File: src/rtl/hazard_unit.sv
// hazard_unit: pipeline stall/flush controller for the 5-stage core.
// Handles load-use bubbles, cache waits, taken branches and halt, plus a stall-cycle counter.
module hazard_unit #(
    parameter int REG_W        = 5,
    parameter int CNT_W        = 16,
    parameter int LOAD_FWD_MEM = 0
) (
    input  logic             CLK,
    input  logic             nRST,
    input  logic             ihit,
    input  logic             dhit,
    input  logic             dmemREN_mem,
    input  logic             dmemWEN_mem,
    input  logic             memread_ex,
    input  logic [REG_W-1:0] wsel_ex,
    input  logic [REG_W-1:0] id_rsel1,
    input  logic [REG_W-1:0] id_rsel2,
    input  logic             id_uses_rt,
    input  logic             hu_override_ex,
    input  logic             branch_taken_ex,
    input  logic             halt_wb,
    output logic             pc_en,
    output logic             ifid_en,
    output logic             idex_en,
    output logic             exmem_en,
    output logic             memwb_en,
    output logic             ifid_flush,
    output logic             idex_flush,
    output logic             exmem_flush,
    output logic [CNT_W-1:0] stall_count
);
    typedef enum logic [1:0] {RUN, LU2, HALTED} state_t;

    state_t state, next;
    logic   freeze, lu;

    assign freeze = (dmemREN_mem | dmemWEN_mem) & ~dhit;
    assign lu = memread_ex & (wsel_ex != '0) & ~hu_override_ex &
                ((id_rsel1 == wsel_ex) | (id_uses_rt & (id_rsel2 == wsel_ex)));
    assign exmem_flush = 1'b0;

    always_ff @(posedge CLK or negedge nRST) begin
        if (!nRST) state <= RUN;
        else       state <= next;
    end

    always_comb begin
        next       = state;
        pc_en      = 1'b1;
        ifid_en    = 1'b1;
        idex_en    = 1'b1;
        exmem_en   = 1'b1;
        memwb_en   = 1'b1;
        ifid_flush = 1'b0;
        idex_flush = 1'b0;
        if (!nRST || halt_wb || state == HALTED || freeze) begin
            {pc_en, ifid_en, idex_en, exmem_en, memwb_en} = '0;
            next = !nRST ? RUN : (halt_wb || state == HALTED) ? HALTED : state;
        end else if (state == RUN && branch_taken_ex) begin
            ifid_flush = 1'b1;
            idex_flush = 1'b1;
        end else if (state == LU2 || lu) begin
            pc_en      = 1'b0;
            ifid_en    = 1'b0;
            idex_flush = 1'b1;
            next       = (state == RUN && LOAD_FWD_MEM == 0) ? LU2 : RUN;
        end else if (!ihit) begin
            pc_en      = 1'b0;
            ifid_flush = 1'b1;
        end
    end

    // halt cycles are not stalls: the counter freezes once HALT reaches WB
    always_ff @(posedge CLK or negedge nRST) begin
        if (!nRST)
            stall_count <= '0;
        else if (state != HALTED && !halt_wb && !pc_en && stall_count != {CNT_W{1'b1}})
            stall_count <= stall_count + {{(CNT_W-1){1'b0}}, 1'b1};
    end
endmodule

File: config.mk
export PLATFORM = sky130hd
export DESIGN_NAME = hazard_unit
export DESIGN_NICKNAME = d
export VERILOG_FILES = /design/src/rtl/hazard_unit.sv
export SDC_FILE = /design/constraint.sdc
export NUM_CORES = 1
export LEC_CHECK = 0
export BUFFER_PORTS_ARGS = -buffer_cell sky130_fd_sc_hd__buf_2
export CORE_MARGIN = 1
export CORE_UTILIZATION = 25
export CTS_BUF_LIST = sky130_fd_sc_hd__clkbuf_8
export CTS_CLUSTER_SIZE = 12
export DETAILED_ROUTE_END_ITERATION = 8
export PLACE_DENSITY_LB_ADDON = 0.25
export SLEW_MARGIN = 10
export SYNTH_ARGS = -nofsm -noshare
export SYNTH_HDL_FRONTEND = slang
export SYNTH_SLANG_ARGS = --single-unit
export TNS_END_PERCENT = 30
File: constraint.sdc
create_clock -name CLK -period 2.3 [get_ports CLK]
set_clock_uncertainty 0.2 [all_clocks]
set_input_delay 0.46 -clock CLK [delete_from_list [all_inputs] [get_ports CLK]]
set_output_delay 0.46 -clock CLK [all_outputs]
set_load 0.03 [all_outputs]
==> impl_metrics.yaml <==
power_and_ir_drop:
  pwr-share-seq_pct: 35.2
  p_int_mw: 0.799
  power_mw: 1.40
  vdd_drop_max_mv: 0.308
  powerDensity_nw_per_um2: 719
  swShare_pct: 42.9
  power.leakage_nw: 0.852
  switchingPower_mw: 0.601
  pwr-share-clk_pct: 18.6
  combPwrFrac_pct: 46.2
synth:
  synth_fp_nets: 155
  synth_top_area_cell: "dfrtp_1"
  synth.avg_cell_area_um2: 10.5
  yosysSeqAreaShare_pct: 33.6
  synth_fa_ha_area_share_pct: 0.932
  synth_cells: 128
  async_reset_ff_share_pct: 100
  syn-cell-area_um2: 1340
  synth_compound_area_share_pct: 11.2
  synth_edf_count: 0
  ys_types: 42
  synthSimpleGateAreaFrac_pct: 31.5
  synth-seq-cells: 18
  yosysTopAreaCellShare_pct: 33.6
  synthTopCellsByArea: "dfrtp_1 34%, xor2_1 9.8%, xnor2_1 6.5%"
  muxShareOfSynthArea_pct: 1.12
  synth_xor_area_share_pct: 16.3
  synth_warnings: 0
  ys.flop_type: "dfrtp_1"
  synth_top_family_by_area: "simple AND/OR/NAND/NOR gates"
timing:
  hold_viol_final: 0
  period_minus_slack_ps: 2440
  final.setup.tns_ps: -485
  timing.final.max_slew_violations: 0
  hold_ws_ps: 47.3
  rsz0062_at_grt: "yes"
  final-setup-viol-count: 4
  fmax_ghz: 0.409
  period_share_pct: 106
  worst_slack_ps: -143
floorplanning:
  pin_count: 50
  core_um2: 5140
  start_util_pct: 26.1
  die_w_um: 75.3
  rows: 26
  die_area_um2: 5670
  fp.dieH_um: 75.3
clock_tree:
  htreeDepth: 1
  worstSkewPairLatency_ps: 250
  path_clk_slew_ps: 70
  clk_path_buf_depth: 2
  clkSinkCount: 18
  cts_tree: "yes"
  root_buffer: "clkbuf_8"
  cts_buffers: 3
global_routing:
  antenna_found_initial: 0
  first_global_vias: 1205
  grt_pass1_wl_mm: 5.20
  grt_overflow: 0
  grt_max_degree: 17
  track_usage_pct: 11.9
worst_setup_path:
  cp_slowest_stage_delay_ps: 540
  path_buf_inv: 2
  cpMaxStageDelayCell: "or4_4"
  crit_family: "simple AND/OR/NAND/NOR gates"
  end_kind: "output pin"
  cp.arrival_ps: 1780
  worst_setup_path_start_kind: "input pin"
  critical_path_class: "in -> out"
  crit_path_max_fanout: 5
  cp_cell_sequence: "buf_8 -> or4_4 -> nor2_4 -> nor3b_4 -> nand2_2 -> o211ai_1 -> a21oi_2 -> buf_6"
  required_ps: 1640
drt:
  wl_per_cell_um: 11.8
  ant_nets: 0
  drc_errors: 0
  drt_pre_antenna_iters: 4
  viasPerCell: 4.55
  wl_mm: 3.13
  vias: 1205
  drt_iter0_drc: 42
cells_and_area:
  mostFrequentLayoutCell: "buf_2"
  layout_common_cells: "42 x buf_2, 18 x dfrtp_1, 17 x buf_4, 15 x xor2_1, 10 x xnor2_1"
  antenna_cells: 0
  final-seq-area_um2: 450
  multi_input_area_um2: 876
  drive_above_1_share_pct: 51.3
  final_core_util_pct: 37.9
  fillers: 546
  area_growth_syn_to_layout_pct: 45.0
  nets: 223
job:
  drv_cap: 0
min_path:
  hold_path.class: "in -> async"
placement:
  dp_hpwl_mm: 2.44
  numPortBuffers: 48
  gp_congestion: 0.755
outcome:
  violations: "setup timing"
  status: "finished with violations"
stage by stage:
step           cells  setup WS (ps)  area [um2]
3_3_place_gp     259           -212        1810
6_report         265           -143        1950
5_1_grt          265           -198        1950
4_1_cts          265           -166        1940
3_5_place_dp     259           -221        1810
2_1_floorplan    128          -88.8        1370
sequential cells by signal (all words and copies together), names as in the netlist:
register and count:
state 2, stall_count 16
synthesized netlist by cell type (3+ instances only):
| master | number |
|---|---|
| dfrtp_1 | 18 |
| nand3_1 | 7 |
| nor2_1 | 7 |
| a21oi_1 | 4 |
| nor4_4 | 3 |
| and3_1 | 3 |
| xnor2_1 | 10 |
| inv_1 | 3 |
| nand4_1 | 8 |
| buf_4 | 3 |
| nor3_2 | 6 |
| xor2_1 | 15 |
| nor4b_1 | 3 |
| nand2_1 | 7 |
per-layer routing:
layer / vias up / part of all wire (%) / track usage (%)
met4: 0 / 0.57 / 3.70
met2: 44 / 46 / 20.2
met1: 561 / 47 / 15.1
met5: - / 0 / 0
met3: 2 / 6.2 / 2.14
li1: 598 / - / -
cell type report:
type	instances	area share (%)
Clock buffer	4	2.83
Inverter	3	0.578
Multi-Input combinational cell	101	45.0
Sequential cell	18	23.1
Tap cell	70	4.50
Timing Repair Buffer	69	24.0
cells by family after synthesis:
logic type	after synthesis
and+or+nand+nor	57
other	1
adders and majority gates	1
DFF	18
muxes	1
AOI/OAI and AO/OA	16
xor gates and xnor gates	25
buffers and inverters	9
power groups by stage:
| stage | Clock, mW | Sequential, mW | Combinational [mW] |
|---|---|---|---|
| after floorplan | 0 | 0.655 | 0.245 |
| after global placement | 0 | 0.498 | 0.632 |
| after detailed placement | 0 | 0.499 | 0.637 |
| after CTS | 0.267 | 0.493 | 0.653 |
| after global routing | 0.283 | 0.507 | 0.699 |
| final | 0.260 | 0.493 | 0.647 |
path summary, 6_finish.rpt:
kind                       slack [ps]      startpoint  cells after the start        endpoint
max                              -140      wsel_ex[2]                      8      ifid_flush
max reg2reg                       210        state[1]                      7  stall_count[8]
max in group asynchronous        1270            nRST                      3        state[0]
min                                50            nRST                      2  stall_count[2]
min in group CLK                  250         halt_wb                      2        state[0]
min reg2reg                       300  stall_count[9]                      1  stall_count[9]
repair_timing:
item | 4_1_cts | 5_1_grt
pin swaps | 6 | 6
endpoints found under the hold margin | 2 | 0
gates cloned | 0 | 0
buffers inserted | 1 | 0
setup endpoints to repair | 4 | 6
hold buffers | 1 | 0
gates resized for setup | 16 | 2
No activity file was read; power rests on OpenSTA's default activity.
